$ cat src/rtl/mod100_disp_pkg.sv
// Shared constants for the two-digit seven-segment display: active-low segment
// patterns {DP,g,f,e,d,c,b,a} and anode selects for the ones/tens digits.
package mod100_disp_pkg;

    localparam logic [7:0] SEG_0     = 8'hC0;
    localparam logic [7:0] SEG_1     = 8'hF9;
    localparam logic [7:0] SEG_2     = 8'hA4;
    localparam logic [7:0] SEG_3     = 8'hB0;
    localparam logic [7:0] SEG_4     = 8'h99;
    localparam logic [7:0] SEG_5     = 8'h92;
    localparam logic [7:0] SEG_6     = 8'h82;
    localparam logic [7:0] SEG_7     = 8'hF8;
    localparam logic [7:0] SEG_8     = 8'h80;
    localparam logic [7:0] SEG_9     = 8'h90;
    localparam logic [7:0] SEG_BLANK = 8'hFF;

    localparam logic [7:0] AN_ONES   = 8'b1111_1110;
    localparam logic [7:0] AN_TENS   = 8'b1111_1101;
    localparam logic [7:0] AN_OFF    = 8'hFF;

    typedef enum logic {
        SLOT_ONES = 1'b0,
        SLOT_TENS = 1'b1
    } slot_e;

endpackage

$ cat src/rtl/bcd_to_seg7.sv
// Combinational BCD digit to active-low seven-segment pattern; DP is always off
// and any non-decimal code blanks the digit.
module bcd_to_seg7
    import mod100_disp_pkg::*;
(
    input  logic [3:0] bcd,
    output logic [7:0] seg
);

    // Digit lookup.
    always_comb begin
        case (bcd)
            4'd0:    seg = SEG_0;
            4'd1:    seg = SEG_1;
            4'd2:    seg = SEG_2;
            4'd3:    seg = SEG_3;
            4'd4:    seg = SEG_4;
            4'd5:    seg = SEG_5;
            4'd6:    seg = SEG_6;
            4'd7:    seg = SEG_7;
            4'd8:    seg = SEG_8;
            4'd9:    seg = SEG_9;
            default: seg = SEG_BLANK;
        endcase
    end

endmodule

$ cat src/rtl/mod100_up_counter_display.sv
// Two-digit BCD up counter 00..99 with count enable and wrap strobe, driving a
// two-digit multiplexed seven-segment display from built-in prescalers.
module mod100_up_counter_display
    import mod100_disp_pkg::*;
#(
    parameter int unsigned TICK_DIV = 100_000_000,
    parameter int unsigned SCAN_DIV = 100_000,
    parameter bit          BLANK_LZ = 1'b1
) (
    input  logic       CLK,
    input  logic       RST_N,
    input  logic       EN,
    output logic [7:0] AN,
    output logic [7:0] CA,
    output logic       WRAP
);

    localparam int TICK_W = $clog2(TICK_DIV);
    localparam int SCAN_W = $clog2(SCAN_DIV);

    logic [TICK_W-1:0] tick_cnt_q, tick_cnt_d;
    logic [SCAN_W-1:0] scan_cnt_q, scan_cnt_d;
    logic [3:0]        ones_q, ones_d;
    logic [3:0]        tens_q, tens_d;
    slot_e             slot_q, slot_d;
    logic [7:0]        an_q, an_d;
    logic [7:0]        ca_q, ca_d;
    logic              wrap_q, wrap_d;
    logic              tick_s, scan_s;
    logic [7:0]        seg_ones_s, seg_tens_s;

    bcd_to_seg7 u_seg_ones (.bcd(ones_q), .seg(seg_ones_s));
    bcd_to_seg7 u_seg_tens (.bcd(tens_q), .seg(seg_tens_s));

    // Free-running tick and scan prescalers.
    always_comb begin
        tick_s = (tick_cnt_q == TICK_W'(TICK_DIV - 1));
        scan_s = (scan_cnt_q == SCAN_W'(SCAN_DIV - 1));
        if (tick_s) begin
            tick_cnt_d = '0;
        end else begin
            tick_cnt_d = tick_cnt_q + TICK_W'(1);
        end
        if (scan_s) begin
            scan_cnt_d = '0;
        end else begin
            scan_cnt_d = scan_cnt_q + SCAN_W'(1);
        end
    end

    // BCD count; the >= compares keep the digits inside 0..9 even from a bad state.
    always_comb begin
        ones_d = ones_q;
        tens_d = tens_q;
        wrap_d = 1'b0;
        if (tick_s && EN) begin
            if (ones_q >= 4'd9) begin
                ones_d = 4'd0;
                if (tens_q >= 4'd9) begin
                    tens_d = 4'd0;
                    wrap_d = 1'b1;
                end else begin
                    tens_d = tens_q + 4'd1;
                end
            end else begin
                ones_d = ones_q + 4'd1;
            end
        end else begin
            ones_d = ones_q;
            tens_d = tens_q;
        end
    end

    // Scanner: display registers load from the post-toggle slot using the
    // digits as they were before any coincident count update.
    always_comb begin
        slot_d = slot_q;
        an_d   = an_q;
        ca_d   = ca_q;
        if (scan_s) begin
            slot_d = (slot_q == SLOT_ONES) ? SLOT_TENS : SLOT_ONES;
            case (slot_d)
                SLOT_ONES: begin
                    an_d = AN_ONES;
                    ca_d = seg_ones_s;
                end
                SLOT_TENS: begin
                    an_d = AN_TENS;
                    ca_d = (BLANK_LZ && (tens_q == 4'd0)) ? SEG_BLANK : seg_tens_s;
                end
                default: begin
                    an_d = AN_OFF;
                    ca_d = SEG_BLANK;
                end
            endcase
        end else begin
            slot_d = slot_q;
        end
    end

    // State registers with synchronous active-low reset.
    always_ff @(posedge CLK) begin
        if (!RST_N) begin
            tick_cnt_q <= '0;
            scan_cnt_q <= '0;
            ones_q     <= 4'd0;
            tens_q     <= 4'd0;
            slot_q     <= SLOT_TENS;
            an_q       <= AN_OFF;
            ca_q       <= SEG_BLANK;
            wrap_q     <= 1'b0;
        end else begin
            tick_cnt_q <= tick_cnt_d;
            scan_cnt_q <= scan_cnt_d;
            ones_q     <= ones_d;
            tens_q     <= tens_d;
            slot_q     <= slot_d;
            an_q       <= an_d;
            ca_q       <= ca_d;
            wrap_q     <= wrap_d;
        end
    end

    assign AN   = an_q;
    assign CA   = ca_q;
    assign WRAP = wrap_q;

endmodule

$ cat config.mk
export PLATFORM = sky130hd
export DESIGN_NAME = mod100_up_counter_display
export DESIGN_NICKNAME = d
export VERILOG_FILES = /design/src/rtl/mod100_disp_pkg.sv /design/src/rtl/bcd_to_seg7.sv /design/src/rtl/mod100_up_counter_display.sv
export SDC_FILE = /design/constraint.sdc
export NUM_CORES = 1
export LEC_CHECK = 0
export CORE_AREA = 2 2 87 89
export CTS_CLUSTER_SIZE = 12
export DETAILED_ROUTE_END_ITERATION = 10
export DIE_AREA = 0 0 89 91
export MAX_ROUTING_LAYER = met4
export PLACE_DENSITY = 0.65
export REMOVE_ABC_BUFFERS = 1
export SYNTH_ARGS = -nofsm -noshare
export SYNTH_HDL_FRONTEND = slang
export SYNTH_HIERARCHICAL = 1
export SYNTH_SLANG_ARGS = --single-unit
export TNS_END_PERCENT = 5
$ cat constraint.sdc
create_clock -name CLK -period 2.55 [get_ports CLK]
set_input_delay 0.51 -clock CLK [delete_from_list [all_inputs] [get_ports CLK]]
set_output_delay 0.51 -clock CLK [all_outputs]
set_load 0.005 [all_outputs]
==> flow_metrics.tcl, run 1 <==
set metrics [dict create \
    std_cell_rows 31 \
    numPortBuffers 13 \
    drt-wirelength-per-cell_um 12.30 \
    cts.repair.resized 0 \
    drive_gt1_share_pct 8.238 \
    synth.avg_cell_area_um2 8.289 \
    ys_seq_area_share_pct 36.14 \
    max-clock-path-buffers 2 \
    ys.flop_type "dfxtp_1" \
    globalplace.congestion 0.8145 \
    synthArstFlopShare_pct 0 \
    grt_overflow 0 \
    drcViolationCount 0 \
    io_pins 20 \
    dieHeight_um 91 \
    critPathLaunchType "register" \
    grt_pass1_wl_um 11700 \
    syn2layout_area_growth_pct 9.932 \
    hpwl_um 4628 \
    cp-end-kind "register" \
    insertion_delay_ns 0.33 \
    place_area_um2 3641 \
    slew_headroom_pct 30.51 \
    hold_buffers 0 \
    status "complete, no violations" \
    finClkSkew_ns 0.004596 \
    slowest_stage "or4_4" \
    ys_types 52 \
    synth_edf_count 0 \
    p_leak_uw 0.001278 \
    clock_sinks 63 \
    syn_inst 421 \
    critPathMaxStageDelay_ns 0.58 \
    total_power_uw 1867 \
    yosysWarningCount 6 \
    dp_cells 520 \
    grt_pass1_vias 2662 \
    post-route-period-util_pct 84.63 \
    synthDominantCellAreaShare_pct 36.14 \
    crit_fanout 11 \
    rsz0062_at_grt "no" \
    pre_cts_ws_ns 0.4091 \
    syn_area_um2 3490 \
    grt_max_degree 28 \
    first_iter_violations 122 \
    clkTransAtPathRegs_ns 0.07 \
    setup_ws_ns 0.3920 \
    yosysMostFrequentCell "dfxtp_1" \
    crit_chain "or4_1, or4_4, or4b_1, a21oi_1" \
    cts_tree "built" \
    r2r_cells 4 \
    core_um2 7137 \
    met2_length_um 3079 \
    hold_class "register to register" \
    root_buffer "clkbuf_8" \
    setup_viol 0 \
    fmax_mhz 463.4 \
    wl_met3_um 252 \
    wl_um 6592 \
    hold_path_depth 1 \
    power_density_nw_per_um2 486.7 \
    final.min_clock_period_ns 2.158 \
    tightestPinTransition_ns 1.035 \
    antenna_left 0 \
    stdcell_count 536 \
    finalHoldViolCount 0 \
    arrival_ns 2.42 \
    final_nets 453 \
    synth-seq-cells 63 \
    die_x_um 89 \
    die_area_um2 8099 \
    synth_common_cells "dfxtp_1, nor2_1, o21ai_0, nand2_1" \
    cts_buffers 9 \
    drv_slew 0 \
    viasPerCell 5.312 \
    setup_tns_ns 0 \
    grt_antenna_before_repair 0 \
    cts_setup_buffers 0 \
    ir_drop_v 0.0003551 \
    wl_met1_um 3151 \
    cp_data_required_time_ns 2.82 \
    cts_htree_levels 3 \
    antenna_cells 0 \
    worstSetupPathType "register to register" \
    grt_use_total_pct 18.45 \
    highest_layer "met4" \
    yosysTopAreaCell "dfxtp_1" \
    start_util_pct 48.90 \
    drv_cap 0 \
    fin_area_um2 3836 \
    synthTopCellsByArea "dfxtp_1, ha_1, o21ai_0" \
    vias 2847 \
    first_pass_iters 4 \
]
path summary, 6_finish.rpt:
kind	from	to	slack [ns]
max	tick_cnt_q[10]	ones_q[1]	0.39
min	scan_cnt_q[0]	scan_cnt_q[0]	0.46
max reg2reg	tick_cnt_q[10]	ones_q[1]	0.39
min reg2reg	scan_cnt_q[0]	scan_cnt_q[0]	0.46
layout by cell type (no fill, tap or decap), types with 2 or more instances in the layout:
cell and n:
or2b_1 2, o31ai_1 7, a21oi_1 21, inv_1 20, clkbuf_8 13, xnor2_1 19
nor2_1 44, and3_1 2, or2_1 3, a31oi_1 2, nand2_1 23, nor3_1 8
o21ai_0 34, conb_1 8, or4_1 9, and4_1 3, a21oi_2 2, nor4_1 6
nand3_1 21, nand2b_1 10, dfxtp_1 63, ha_1 18, or3_1 13, nand4_1 11
or2_2 2, xor2_1 7, mux2i_1 4, o211ai_1 9, nor4b_1 2, o22ai_1 8
clkdlybuf4s50_1 13, buf_4 11
worst max-delay path: cells and delay by family (launching register included):
| kind | cells | cell delay (ns) |
|---|---|---|
| DFF | 1 | 0.35 |
| and+or+nand+nor | 3 | 1.61 |
| AOI/OAI and AO/OA | 1 | 0.14 |
stage by stage:
stage | hold WS (ns) | util (%)
floorplan | 0.4297 | -
global placement | 0.4424 | 51.02
detailed placement | 0.4589 | 51.02
CTS | 0.4739 | 53.75
global route | 0.4956 | 53.75
finish | 0.4636 | 53.75
cells by family (layout without fill, tap and decap cells):
group / Yosys count / count (layout) / share of synthesized area [%]
XOR/XNOR: 26 / 26 / 6.526
multiplexers: 4 / 4 / 1.147
flip-flops: 63 / 63 / 36.14
adder cells (fa/ha/maj): 18 / 18 / 6.454
AO/OA/AOI/OAI: 90 / 90 / 15.49
other: 3 / 8 / 0.3227
buffers and inverters: 50 / 61 / 8.103
AND/OR/NAND/NOR: 167 / 167 / 25.82
sequential cells by signal, summed over array words and instances, names as in the netlist:
register / count
tick_cnt_q: 27
tens_q: 4
AN: 2
scan_cnt_q: 17
ones_q: 4
CA: 8
WRAP: 1
metal layers:
metal | track usage, % | up-vias
li1 | - | 1499
met1 | 22.40 | 1290
met2 | 28.67 | 50
met3 | 5.818 | 8
met4 | 6.592 | 0
met5 | - | -
cell type report:
type	instances	area, µm²
fill	721	3301
multi-input combinational	313	1964
sequential	63	1261
timing repair buffer	24	212.7
clock buffer	14	182.7
tap	99	123.9
inverter	21	78.83
clock inverter	2	12.51
where the power goes:
part	internal, µW	switching, µW	leakage, µW	total [µW]
sequential	992	7.98	0.000509	1000
clock	458	365	0.0000987	823
combinational	15.0	29.2	0.000670	44.2
total	1470	402	0.00128	1870
Power figures use the tool's default switching activity.
==> inputs of run 2 (changes only) <==
PLACE_DENSITY = 0.68   (was 0.65)
clock period = 1.93 ns   (was 2.55 ns; I/O delays follow)
==> flow_metrics.tcl, run 2 (synthesized netlist as in run 1, its figures left out) <==
set metrics [dict create \
    core_um2 7137 \
    grt_overflow 0 \
    p_leak_uw 0.001447 \
    grt_max_degree 16 \
    drive_gt1_share_pct 16.53 \
    largest_register "tick_cnt_q" \
    start_util_pct 48.90 \
    post-route-period-util_pct 109.7 \
    final_nets 488 \
    hpwl_um 4896 \
    place_area_um2 3881 \
    insertion_delay_ns 0.34 \
    hold_class "register to register" \
    die_x_um 89 \
    hold_buffers 0 \
    power_density_nw_per_um2 585.2 \
    drv_slew 0 \
    clock_sinks 63 \
    setup_viol 36 \
    fin_area_um2 4115 \
    setup_tns_ns -5.366 \
    layout_commonest_cell "dfxtp_1" \
    cts_htree_levels 3 \
    io_pins 20 \
    grt_pass1_vias 2806 \
    die_area_um2 8099 \
    path_buf_inv 0 \
    crit_family "simple AND/OR/NAND/NOR gates" \
    vias 3019 \
    cts_buffers 9 \
    dp_cells 552 \
    stdcell_count 571 \
    wl_um 6922 \
    std_cell_rows 31 \
    status "complete, but fails checks" \
    setup_ws_ns -0.1865 \
    clkTransAtPathRegs_ns 0.07 \
    numPortBuffers 13 \
    cts_tree "built" \
    grt_pass1_wl_um 12100 \
    r2r_cells 4 \
    ir_drop_v 0.0004570 \
    total_power_uw 2408 \
    worstSetupPathDepth 4 \
    drt-wirelength-per-cell_um 12.12 \
    cp-end-kind "register" \
    tightestPinTransition_ns 0.5409 \
    drv_cap 0 \
    syn2layout_area_growth_pct 17.93 \
    worstSetupPathType "register to register" \
    max-clock-path-buffers 2 \
    crit_chain "or4_4, or4_4, or4b_4, a21oi_2" \
    hold_path_depth 1 \
    cp_data_required_time_ns 2.21 \
    first_iter_violations 130 \
    antenna_left 0 \
    finClkSkew_ns 0.007658 \
    crit_fanout 6 \
    globalplace.congestion 0.8331 \
    critPathLaunchType "register" \
    rsz0062_at_grt "yes" \
    arrival_ns 2.40 \
    antenna_cells 0 \
    violations "setup timing" \
    final_cell_mix "dfxtp_1, nor2_1, buf_4, o21ai_0, nand2_1" \
    slew_headroom_pct 63.70 \
    fmax_mhz 472.5 \
    grt_antenna_before_repair 0 \
    largest_register_ffs 27 \
    final_util_pct 57.66 \
    dieHeight_um 91 \
    final.min_clock_period_ns 2.116 \
    grt_use_total_pct 18.81 \
    critPathMaxStageDelay_ns 0.55 \
    first_pass_iters 4 \
    drcViolationCount 0 \
    timing.critical_path.mode_cell "or4_4" \
    root_buffer "clkbuf_8" \
    finalHoldViolCount 0 \
    viasPerCell 5.287 \
    slowest_stage "or4_4" \
]
[run 2: cell count changes in the layout (fill, tap and decap cells not counted), moves of 2 or more]
cell,delta
buf_4,+32
buf_6,+2
clkbuf_8,-4
clkinv_2,+2
clkinv_4,+2
or3_1,-2
or3_4,+2
or4_4,+2
[run 2: metrics by stage]
step                      hold WS (ns)  setup WS, ns
after detailed placement        0.4517       -0.1852
final                           0.4641       -0.1865
after floorplan                 0.4297       -0.3475
after CTS                       0.4718       -0.1733
after global routing            0.5024       -0.2400
after global placement          0.4409       -0.1748
[run 2: power breakdown]
group | total [µW] | switching, µW | internal (µW)
Clock | 1010 | 546 | 467
Combinational | 78.7 | 44.9 | 33.8
Sequential | 1320 | 7.04 | 1310
[run 2: path summary, 6_finish.rpt]
path | from | end | slack, ns
setup / recovery | tick_cnt_q[12] | ones_q[1] | -0.19
hold reg to reg | scan_cnt_q[0] | scan_cnt_q[0] | 0.46
hold / removal | scan_cnt_q[0] | scan_cnt_q[0] | 0.46
setup reg to reg | tick_cnt_q[12] | ones_q[1] | -0.19
[run 2: metal layers]
metal | share of wire [%] | vias up | global-route usage (%) | routed length, µm
met5 | 0 | - | - | 0
met4 | 2.2 | 0 | 8.582 | 154
met3 | 2.4 | 13 | 3.273 | 165
met2 | 47 | 49 | 29.23 | 3241
met1 | 49 | 1383 | 23.65 | 3361
li1 | - | 1574 | - | -
[run 2: final cells by class]
type                            instances  area [µm²]
Multi-Input combinational cell        314        2003
Tap cell                               99       123.9
Sequential cell                        63        1261
Clock inverter                          7       48.80
Fill cell                             673        3022
Clock buffer                            9       123.9
Timing Repair Buffer                   58       475.5
Inverter                               21       78.83
[run 2: repair_timing]
item	4_1_cts	5_1_grt
pin swaps	5	1
buffers inserted	1	1
hold endpoints to repair	0	0
gates resized for setup	3	7
cloned	1	0
setup endpoints to repair	36	43
